$ cat src/rtl/lsu_stage_pkg.sv
// lsu_stage_pkg: shared opcode enums and LSU FSM state encodings for the RV32I pipeline.
package lsu_stage_pkg;
  typedef enum logic [3:0] {
    ALU_ADD, ALU_SUB, ALU_AND, ALU_OR, ALU_XOR, ALU_SLL, ALU_SRL, ALU_SRA, ALU_SLT, ALU_SLTU
  } alu_op_e;
  typedef enum logic [3:0] {
    MEM_NONE, LB, LH, LW, LBU, LHU, SB, SH, SW
  } mem_op_e;
  localparam logic [1:0] IDLE     = 2'd0;
  localparam logic [1:0] REQ      = 2'd1;
  localparam logic [1:0] WAIT_RSP = 2'd2;
endpackage

$ cat src/rtl/lsu_stage_if.sv
// lsu_stage_if: req/gnt/rvalid data-memory port between the LSU and data memory.
interface lsu_stage_if #(
  parameter int DATA_WIDTH = 32,
  parameter int ADDR_WIDTH = 32
);
  logic                  req;
  logic                  we;
  logic [ADDR_WIDTH-1:0] addr;
  logic [3:0]            be;
  logic [DATA_WIDTH-1:0] wdata;
  logic                  gnt;
  logic                  rvalid;
  logic [DATA_WIDTH-1:0] rdata;
  modport master(output req, we, addr, be, wdata, input gnt, rvalid, rdata);
  modport slave(input req, we, addr, be, wdata, output gnt, rvalid, rdata);
endinterface

$ cat src/rtl/lsu_load_align.sv
// lsu_load_align: selects the addressed byte/halfword lane of a load word and sign/zero-extends it.
module lsu_load_align
  import lsu_stage_pkg::*;
#(
  parameter int DATA_WIDTH = 32
) (
  input  logic [DATA_WIDTH-1:0] rdata,
  input  logic [1:0]            addr_lo,
  input  mem_op_e               op,
  output logic [DATA_WIDTH-1:0] data
);
  logic [7:0]  b;
  logic [15:0] h;
  always_comb begin
    b    = rdata[{addr_lo, 3'b000} +: 8];
    h    = addr_lo[1] ? rdata[31:16] : rdata[15:0];
    data = op == LB  ? {{(DATA_WIDTH-8){b[7]}}, b} :
           op == LBU ? {{(DATA_WIDTH-8){1'b0}}, b} :
           op == LH  ? {{(DATA_WIDTH-16){h[15]}}, h} :
           op == LHU ? {{(DATA_WIDTH-16){1'b0}}, h} : rdata;
  end
endmodule

$ cat src/rtl/lsu_stage.sv
// lsu_stage: RV32I memory stage driving a req/gnt/rvalid data port and registering the WB result.
// Define LSU_MISALIGN_TRAP_EN to trap misaligned halfword/word accesses instead of issuing them.
module lsu_stage
  import lsu_stage_pkg::*;
#(
  parameter int DATA_WIDTH = 32,
  parameter int ADDR_WIDTH = 32,
  parameter int REG_ADDR_W = 5
) (
  input  logic                  clk,
  input  logic                  rst_n,
  input  logic                  ex_valid,
  input  mem_op_e               ex_mem_op,
  input  logic [DATA_WIDTH-1:0] ex_alu_result,
  input  logic [DATA_WIDTH-1:0] ex_store_data,
  input  logic [REG_ADDR_W-1:0] ex_rd,
  input  logic                  ex_wb_en,
  input  logic                  flush,
  output logic                  stall,
  lsu_stage_if.master           dmem,
  output logic                  wb_valid,
  output logic [DATA_WIDTH-1:0] wb_data,
  output logic [REG_ADDR_W-1:0] wb_rd,
  output logic                  wb_en,
  output logic                  misalign
);
  logic [1:0]            state, a_q;
  mem_op_e               op_q;
  logic [ADDR_WIDTH-1:0] addr_q;
  logic [DATA_WIDTH-1:0] wdata_q, wdata_n, load_data;
  logic [3:0]            be_q, be_n;
  logic [REG_ADDR_W-1:0] rd_q;
  logic                  we_q, wen_q, kill_q, mis, is_b, is_h, is_st;
  always_comb begin
    is_b    = ex_mem_op inside {LB, LBU, SB};
    is_h    = ex_mem_op inside {LH, LHU, SH};
    is_st   = ex_mem_op inside {SB, SH, SW};
    be_n    = is_b ? 4'b0001 << ex_alu_result[1:0] : is_h ? (ex_alu_result[1] ? 4'b1100 : 4'b0011) : 4'b1111;
    wdata_n = is_b ? {4{ex_store_data[7:0]}} : is_h ? {2{ex_store_data[15:0]}} : ex_store_data;
  end
`ifdef LSU_MISALIGN_TRAP_EN
  assign mis = (is_h && ex_alu_result[0]) || (ex_mem_op inside {LW, SW} && ex_alu_result[1:0] != 2'b00);
`else
  assign mis = 1'b0;
`endif
  assign stall      = state != IDLE;
  assign dmem.req   = state == REQ;
  assign dmem.we    = we_q;
  assign dmem.addr  = addr_q;
  assign dmem.be    = dmem.req ? be_q : 4'b0000;
  assign dmem.wdata = wdata_q;
  lsu_load_align #(.DATA_WIDTH(DATA_WIDTH)) u_align (
    .rdata  (dmem.rdata),
    .addr_lo(a_q),
    .op     (op_q),
    .data   (load_data)
  );
  // A flush seen while the bus is busy is remembered in kill_q so the result is dropped at completion.
  always_ff @(posedge clk or negedge rst_n) begin
    if (!rst_n) begin
      state    <= IDLE;
      op_q     <= MEM_NONE;
      a_q      <= '0;
      addr_q   <= '0;
      we_q     <= 1'b0;
      be_q     <= '0;
      wdata_q  <= '0;
      rd_q     <= '0;
      wen_q    <= 1'b0;
      kill_q   <= 1'b0;
      wb_valid <= 1'b0;
      wb_data  <= '0;
      wb_rd    <= '0;
      wb_en    <= 1'b0;
      misalign <= 1'b0;
    end else begin
      wb_valid <= 1'b0;
      case (state)
        IDLE: if (ex_valid && !flush) begin
          if (ex_mem_op == MEM_NONE || mis) begin
            wb_valid <= 1'b1;
            wb_data  <= ex_alu_result;
            wb_rd    <= ex_rd;
            wb_en    <= ex_wb_en && !mis;
            misalign <= mis;
          end else begin
            state   <= REQ;
            op_q    <= ex_mem_op;
            a_q     <= ex_alu_result[1:0];
            addr_q  <= {ex_alu_result[ADDR_WIDTH-1:2], 2'b00};
            we_q    <= is_st;
            be_q    <= be_n;
            wdata_q <= wdata_n;
            rd_q    <= ex_rd;
            wen_q   <= ex_wb_en;
            kill_q  <= 1'b0;
          end
        end
        REQ: begin
          kill_q <= kill_q || flush;
          if (dmem.gnt && we_q) begin
            state    <= IDLE;
            wb_valid <= !(kill_q || flush);
            wb_rd    <= rd_q;
            wb_en    <= 1'b0;
            misalign <= 1'b0;
          end else if (dmem.gnt) state <= WAIT_RSP;
        end
        WAIT_RSP: begin
          kill_q <= kill_q || flush;
          if (dmem.rvalid) begin
            state    <= IDLE;
            wb_valid <= !(kill_q || flush);
            wb_data  <= load_data;
            wb_rd    <= rd_q;
            wb_en    <= wen_q;
            misalign <= 1'b0;
          end
        end
        default: state <= IDLE;
      endcase
    end
  end
endmodule

$ cat src/flat_wrapper.sv
// flat-port wrapper written by rule: the top's interface ports become plain ports
module lsu_stage_flat import lsu_stage_pkg::*;
#(
  parameter int DATA_WIDTH = 32,
  parameter int ADDR_WIDTH = 32,
  parameter int REG_ADDR_W = 5
)
  (clk, rst_n, ex_valid, ex_mem_op, ex_alu_result, ex_store_data, ex_rd, ex_wb_en, flush, stall, wb_valid, wb_data, wb_rd, wb_en, misalign, dmem_req, dmem_we, dmem_addr, dmem_be, dmem_wdata, dmem_gnt, dmem_rvalid, dmem_rdata);
  lsu_stage_if #(.DATA_WIDTH(DATA_WIDTH), .ADDR_WIDTH(ADDR_WIDTH)) dmem_i ();
  input  logic clk;
  input  logic rst_n;
  input  logic ex_valid;
  input  mem_op_e ex_mem_op;
  input  logic [DATA_WIDTH-1:0] ex_alu_result;
  input  logic [DATA_WIDTH-1:0] ex_store_data;
  input  logic [REG_ADDR_W-1:0] ex_rd;
  input  logic ex_wb_en;
  input  logic flush;
  output logic stall;
  output logic wb_valid;
  output logic [DATA_WIDTH-1:0] wb_data;
  output logic [REG_ADDR_W-1:0] wb_rd;
  output logic wb_en;
  output logic misalign;
  output wire logic [$bits(dmem_i.req)-1:0] dmem_req;
  output wire logic [$bits(dmem_i.we)-1:0] dmem_we;
  output wire logic [$bits(dmem_i.addr)-1:0] dmem_addr;
  output wire logic [$bits(dmem_i.be)-1:0] dmem_be;
  output wire logic [$bits(dmem_i.wdata)-1:0] dmem_wdata;
  input wire logic [$bits(dmem_i.gnt)-1:0] dmem_gnt;
  input wire logic [$bits(dmem_i.rvalid)-1:0] dmem_rvalid;
  input wire logic [$bits(dmem_i.rdata)-1:0] dmem_rdata;
  assign dmem_req = dmem_i.req;
  assign dmem_we = dmem_i.we;
  assign dmem_addr = dmem_i.addr;
  assign dmem_be = dmem_i.be;
  assign dmem_wdata = dmem_i.wdata;
  assign dmem_i.gnt = dmem_gnt;
  assign dmem_i.rvalid = dmem_rvalid;
  assign dmem_i.rdata = dmem_rdata;
  lsu_stage #(.DATA_WIDTH(DATA_WIDTH), .ADDR_WIDTH(ADDR_WIDTH), .REG_ADDR_W(REG_ADDR_W)) u_core (.clk(clk), .rst_n(rst_n), .ex_valid(ex_valid), .ex_mem_op(ex_mem_op), .ex_alu_result(ex_alu_result), .ex_store_data(ex_store_data), .ex_rd(ex_rd), .ex_wb_en(ex_wb_en), .flush(flush), .stall(stall), .dmem(dmem_i), .wb_valid(wb_valid), .wb_data(wb_data), .wb_rd(wb_rd), .wb_en(wb_en), .misalign(misalign));
endmodule
$ cat config.mk
export PLATFORM = sky130hd
export DESIGN_NAME = lsu_stage_flat
export DESIGN_NICKNAME = d
export VERILOG_FILES = /design/src/rtl/lsu_stage_pkg.sv /design/src/rtl/lsu_stage_if.sv /design/src/rtl/lsu_load_align.sv /design/src/rtl/lsu_stage.sv /design/src/flat_wrapper.sv
export SDC_FILE = /design/constraint.sdc
export NUM_CORES = 1
export LEC_CHECK = 0
export CAP_MARGIN = 40
export CORE_ASPECT_RATIO = 0.5
export CORE_MARGIN = 3
export CORE_UTILIZATION = 41
export DETAILED_ROUTE_END_ITERATION = 10
export PLACE_DENSITY = 0.77
export SLEW_MARGIN = 25
export SYNTH_ARGS = -nofsm -noshare
export SYNTH_HDL_FRONTEND = slang
export SYNTH_SLANG_ARGS = --single-unit
export TNS_END_PERCENT = 1
$ cat constraint.sdc
create_clock -name clk -period 2 [get_ports clk]
set_input_delay 0.3 -clock clk [delete_from_list [all_inputs] [get_ports clk]]
set_output_delay 0.3 -clock clk [all_outputs]
set_load 0.01 [all_outputs]
==> metrics.txt, run 1 <==
vias per cell=5.37; CP arrival=2.27 ns; Pre-antenna DRT Iters=7; Ys Warns=0; clock-pin slew on the worst setup and hold paths=0.06 ns; Lkg Pwr=0.00427 uW; die width=180 um; R2R depth=4; Filler Cells Inserted=roughly 1100; R2R Path Start=u_core.op_q[0]$_DFFE_PN0P_; Multi-input gate area=2920 sq um; ys async rst share=between 90% and 100%; hold crit path type=input port to asynchronous set/reset pin; Placer Congestion=about 0.90; CORE AREA=14700 sq um; Tmin final=1.98 ns; Clock Latency Late Sink=0.42 ns; reg-to-reg endpoint=u_core.wb_data[3]$_DFFE_PN0P_; max incr delay on CP=0.47 ns; FF/Latch Area=roughly 3000 sq um; unrepaired setup endpoints after global routing=true; Max Slew Vio Count=0; crit path capture type=flop; Synth Area in XOR/XNOR=0.141%; crit start category=flop; # DRC=0; max_slew headroom=64.6%; root buf cell=clkbuf_16; post-synthesis adder-cell area fraction=0.804%; diodes inserted=0; Max Freq=505 MHz; VDD IR max=0.851 mV; Vias=6064; Tightest Pin Transition=0.530 ns; worst-path fanout max=15; Layout Skew=0.0109 ns; Nets=approximately 1000; synth-to-layout area growth=56.3%; post-synthesis cell area=6230 sq um; Synth Flop Type=dfrtp_1; GRT Residual Overflow=0; largest net degree at the start of global routing=48; ANT nets after route=0; post-synthesis cell count=665; DP Area=between 9000 and 10000 sq um; final instance area=9730 sq um; synthesized flop and latch total=121; cell taking the most area after synthesis=dfrtp_1; first-pass GRT wire length=roughly 33 mm; Syn Area/Cell=9.36 sq um; IO Count=223; Total GRT Usage=24.4%; Initial Utilization=42.5%; PwrDens=1630 nW/um^2; HPWL after DPL=between 15 and 20 mm; Hold Worst Slack=0.373 ns; Die ar.=16800 sq um; initial DRC count=460; Avg WL per Cell=around 18 um; final hold viol count=0; Clock Tree Buf Depth=2; final period utilization=99.0%; CTS tree=built; post-synth top area share=48.6%; Max stage delay cell, worst path=or3b_4; setup violators final=0; clk sink count=between 100 and 150; drt total wl=20.8 mm; max cap viols=0; Tot Pwr=15800 uW; Post-synth EDFFs=0; multiplexer area fraction after synthesis=10.5%; run status=finished, final reports clean; largest family of logic cells by synthesized area=simple AND/OR/NAND/NOR gates; Post-Synth Simple-Gate Area=17.8%; Die Y=93.1 um; total CTS buffers=17; crit path kind=flop to flop; vias in the first global route=6122; Synth Area in Compound Gates=16.1%; CP cell instances=or3b_4, a21o_1, a211oi_1, o31ai_1; synth top area cells=dfrtp_1 49%, nand2_1 11%, mux2i_1 5.6%, o21ai_0 4.7%, a211oi_1 4.2%; initial antenna violation count=0; H-tree depth=4; postcts setup bufs=0; reg-to-reg setup timing slack=0.02 ns; # port buffers=219; Seq/Total Area, Yosys=between 40% and 50%; CP required=~2.3 ns; share of cells above drive strength 1=14.6%; library cells used by synthesis=52; Rows=31
-- registers in the layout, summed over array words and instances (netlist names), 2 cells and up --
name	count
u_core.a_q	2
u_core.op_q	4
u_core.be_q	4
u_core.state	2
u_core.wb_rd	5
u_core.dmem.addr	30
u_core.rd_q	5
u_core.dmem.wdata	32
u_core.wb_data	32
-- metrics by stage --
step,utilization [%],setup WS (ns),setup TNS [ns],std cells
global route,66.4,-0.0377,-0.117,1130
global placement,61.6,-0.263,-13.93,1097
finish,66.4,0.0199,0,1130
CTS,66.0,-0.210,-0.599,1130
detailed placement,61.6,-0.336,-17.12,1097
floorplan,-,0.0842,0,667
-- timing repair --
item,CTS,global route
hold endpoints to repair,29,0
pin swaps,0,2
gates resized for setup,6,15
hold buffers,1,0
endpoints found under the setup margin,30,40
-- where the power goes --
part	internal, uW	switching, uW
Combinational	4180	3870
Clock	2150	1180
Sequential	3710	746
-- layout make-up --
| type | instances | share of cell area, % |
|---|---|---|
| clock buffers | 21 | 4.73 |
| clock inverters | 11 | 1.72 |
| inverters | 24 | 0.926 |
| multi-input cells | 471 | 30.0 |
| flip-flops and latches | 121 | 31.1 |
| well taps | 198 | 2.55 |
| repair buffers | 284 | 29.0 |
-- critical path: cells and delay by family, from the launching register on --
family	cells	cell delay (ns)
compound gates	3	0.98
flops	1	0.39
simple gates	1	0.47
-- Yosys cell counts (3+ instances only) --
master    number
and2_1         4
nor2b_1        7
o22a_1         5
a21oi_1        7
nor2_1        22
buf_4         12
mux2_2        11
mux2i_1       35
buf_2         17
inv_1         24
a311oi_1       7
nand2_1      187
o21ai_0       59
o221ai_1       8
clkbuf_1      16
ha_1           4
o21ai_1        3
a21o_1         3
nand3_1       12
buf_6          3
mux4_2         8
nand2b_1       6
o31ai_1        8
dfrtp_1      121
nor3_1        10
a211oi_1      35
-- worst max-delay path by stage --
stage / startpoint / depth (start not counted) / slack [ns] / endpoint
3_5_place_dp: ex_mem_op[0] / 6 / -0.34 / u_core.dmem.wdata[12]$_DFFE_PN0P_
6_report: u_core.op_q[0]$_DFFE_PN0P_ / 4 / 0.02 / u_core.wb_data[3]$_DFFE_PN0P_
2_1_floorplan: u_core.state[0]$_DFFE_PN0P_ / 10 / 0.08 / u_core.dmem.wdata[30]$_DFFE_PN0P_
5_1_grt: u_core.state[1]$_DFFE_PN0P_ / 7 / -0.04 / u_core.wb_data[27]$_DFFE_PN0P_
4_1_cts: u_core.state[1]$_DFFE_PN0P_ / 4 / -0.21 / dmem_be[0]
3_3_place_gp: ex_mem_op[0] / 6 / -0.26 / u_core.dmem.wdata[11]$_DFFE_PN0P_
-- metal layers --
metal / part of all wire [%] / track usage [%] / vias up
li1: - / - / 2807
met1: 42 / 31.9 / 2943
met2: 48 / 40.6 / 276
met3: 7.7 / 5.94 / 38
met4: 2.2 / 7.79 / 0
met5: 0 / 0 / -
-- kinds of logic (layout without fill, tap and decap cells) --
logic type | count (synthesis) | after routing
xor+xnor | 1 | 1
fa+ha+maj | 4 | 4
buf+inv | 75 | 340
flops | 121 | 121
other cells | 1 | 3
compound gates | 149 | 149
simple gates | 260 | 260
mux | 54 | 54
-- layout by cell type, fill, tap and decap left out, types with 3 or more instances in the layout --
cell type	Yosys	routed
nand2b_1	6	6
clkbuf_16	0	17
a21oi_1	7	6
dlymetal6s2s_1	0	3
o31ai_1	8	7
nor3_1	10	10
buf_4	12	54
nand3_1	12	12
clkinv_2	0	3
dlygate4sd2_1	0	3
o21ai_0	59	59
dfrtp_1	121	120
bufinv_16	0	4
nand2_1	187	186
mux4_2	8	8
mux2i_1	35	34
mux2_2	11	11
clkdlybuf4s50_1	0	212
a211oi_1	35	35
conb_1	1	3
o22a_1	5	5
o21ai_1	3	3
nor2b_1	7	7
nor2_1	22	21
inv_1	24	22
o221ai_1	8	8
a311oi_1	7	7
buf_12	0	11
and2_1	4	4
Note: power is estimated with default switching activity, not from simulation.
==> run 2: changes to the inputs <==
--- a/config.mk
+++ b/config.mk
@@ -5,6 +5,7 @@
 export SDC_FILE = /design/constraint.sdc
 export NUM_CORES = 1
 export LEC_CHECK = 0
+export ABC_CLOCK_PERIOD_IN_PS = 2000
 export CAP_MARGIN = 40
 export CORE_ASPECT_RATIO = 0.5
 export CORE_MARGIN = 3
==> results of run 2 <==
Same layout as run 1: the final DEF is identical, and so are final timing and power.
==> edit: new RTL, flow settings as in run 1 <==
Reset style: synchronous (`rst_n`), changed in one clocked block.
--- a/src/rtl/lsu_stage.sv
+++ b/src/rtl/lsu_stage.sv
@@ -57,5 +57,5 @@
   );
   // A flush seen while the bus is busy is remembered in kill_q so the result is dropped at completion.
-  always_ff @(posedge clk or negedge rst_n) begin
+  always_ff @(posedge clk) begin
     if (!rst_n) begin
       state    <= IDLE;
Check against the original RTL: differs if rst_n is asserted again (counterexample within 4 cycles, from zero or initial values and one cycle with rst_n low); with rst_n held inactive, the same outputs for 4 cycles.
==> edit against run 1 <==
Final area shrank 5.0%. Via count grew 8.6%. Clock skew about the same. Critical path depth shrank 1. Count of clock-buffer cells in the layout is 3 lower. Sequential cell count unchanged. Routed wire length rose by 2.5%. Die area fell by 4.4%. First-iteration DRC count up 41%. Area after synthesis decreased by 4.6%. Worst setup slack improved by 0.031 ns. Critical path type is now register to output pin. Largest cell class is now multi-input combinational cells.
Power is not compared: it rests on default switching activity, and its combinational part moved more than twofold at a synthesized area within 25%.
==> edit: results (changes against run 1) <==
Status
  • Status: finished, final reports clean (unchanged)

Setup path
  • Reg2Reg Capture Point: u_core.wb_data[3] (unchanged)
  • R2R Path Start: u_core.op_q[2] (was u_core.op_q[0])
  • Max incr delay on CP: 0.56 ns (was 0.47 ns)
  • CP max FO: 8 (was 15)
  • Critical-path top delay cell: clkdlybuf4s50_1 (was or3b_4)
  • FF-to-FF setup slack: 0.10 ns (was 0.02 ns)
  • Cell class contributing the biggest share of worst-path delay: buffers and inverters (was compound AO/OA/AOI/OAI gates)
  • Critical Path AT: 1.65 ns (was 2.27 ns)
  • Worst Reg-to-Reg Cells: 6 (was 4)

Layout
  • Non-clk invs: 23 (was 24)
  • Clk_buf instances: 18 (was 21)
  • Share of layout cells above drive strength 1: 13.13% (was 14.59%)
  • Buffering overhead: 30.37% (was 28.99%)
  • Seq. cell area: 0.002425 mm² (was 0.003029 mm²)
  • Area of the multi-input gates: 0.003109 mm² (was 0.002917 mm²)
  • Fraction of area in clock buffers and inverters: 6.239% (was 6.453%)
  • Multi-input logic cell count: 527 (was 471)
  • Layout fillers: 1103 (was 1138)
  • Sequential cells: 121 (unchanged)
  • Non-clock buffers: 287 (was 284)
  • Non-Filler Instances: 1182 (was 1130)
  • Final #Nets: 1093 (was 1035)

Global routing
  • Vias in the first global route: 6682 (was 6122)
  • First-pass GRT wire length: 33930 µm (was 32870 µm)
  • GR Util met3: 5.472% (was 5.944%)
  • Met2 Use GR: 45.17% (was 40.60%)
  • Met1 usage: 31.82% (was 31.88%)
  • GRT Resource Usage Total: 26.25% (was 24.41%)

STA
  • Final WS setup: 0.05073 ns (was 0.01989 ns)
  • Clk_skew: 0.01078 ns (was 0.01094 ns)
  • Max_slew headroom: 47.61% (was 64.64%)

Yosys
  • Sequential element share of the synthesized area: 40.78% (was 48.63%)
  • Asr flop ratio synth: 0% (was 100.0%)
  • Netlist cell types: 54 (was 52)
  • List of most frequent post-synthesis cells: dfxtp_1 (121), nand2_1 (121), a21oi_1 (99) (was nand2_1 (187), dfrtp_1 (121), o21ai_0 (59))
  • Synth area leaders: dfxtp_1 (41%), a21oi_1 (8.3%), nand2_1 (7.6%) (was dfrtp_1 (49%), nand2_1 (11%), mux2i_1 (5.6%))
  • Syn_area_per_cell: 8.061 µm² (was 9.362 µm²)

Placement
  • Hpwl dp: 15510 µm (was 15080 µm)
  • Worst slack at placement: -0.2149 ns (was -0.3364 ns)
  • Placed inst area: 0.008646 mm² (was 0.009027 mm²)
  • GPL Wtd Cong: 0.9625 (was 0.9004)

Run
  • Max Cap Viol: 0 (unchanged)

Floorplanning
  • Chip width: 176.2 µm (was 180.3 µm)

Routing
  • DRT met1 WL: 8672 µm (was 8822 µm)
  • Drt first pass iters: 5 (was 7)
  • Vias/cell: 5.574 (was 5.366)
  • Met2 wire len: 10600 µm (was 9935 µm)
  • Metal3 WL: 1361 µm (was 1609 µm)
  • DR WL/cell: 18.07 µm (was 18.43 µm)
  • 1st-iter DRT viols: 647 (was 460)

Hold path
  • Hold_sp: rst_n
  • Hold crit path type: primary input to register (was primary input to async pin)

CTS
  • Postcts setup bufs: 0 (unchanged)
[edit: cell count changes in the layout (fill, tap and decap cells not counted), sizes merged, moves of 11 or more]
cell / before / now
nor2: 22 / 35
o211ai: 0 / 15
dfxtp: 0 / 121
a211oi: 36 / 21
a21oi: 9 / 100
a221oi: 0 / 23
nand2: 187 / 121
nand3: 12 / 28
mux2i: 35 / 16
dfrtp: 121 / 0
mux2: 11 / 0
[edit: worst max-delay path by stage]
stage               cells after the start                 to       startpoint
global placement                        6    u_core.wb_rd[1]     ex_mem_op[3]
finish                                  3           dmem_req  u_core.state[1]
detailed placement                      6    u_core.wb_rd[3]     ex_mem_op[3]
CTS                                     3           dmem_req  u_core.state[1]
global route                            6  u_core.wb_data[3]   u_core.op_q[2]
floorplan                               9      u_core.a_q[0]     ex_mem_op[0]
[edit: cells by family after synthesis]
family	share of synthesized area, %
mux	5.729
flops	40.78
xor+xnor	0.4424
simple gates	17.42
fa+ha+maj	0.8425
other cells	0.06312
buf+inv	7.435
compound gates	27.30
[edit: power breakdown]
group,switching (mW),internal [mW],total [mW]
sequential,0.127,2.61,2.74
combinational,0.942,0.950,1.89
clock,1.26,1.77,3.03
total,2.33,5.33,7.66
[edit: per-stage QoR]
stage / TNS [ns] / hold WS [ns] / util, %
floorplan: 0 / 0.3915 / -
global placement: -7.095 / 0.4409 / 62.40
detailed placement: -10.49 / 0.4458 / 62.42
CTS: 0 / 0.2467 / 66.68
global route: 0 / 0.2575 / 66.75
finish: 0 / 0.2627 / 66.75
[edit: repair_timing]
action                     in CTS  in global routing
hold endpoints to repair        0                  0
gates resized for setup        10                  5
setup endpoints to repair      11                 32
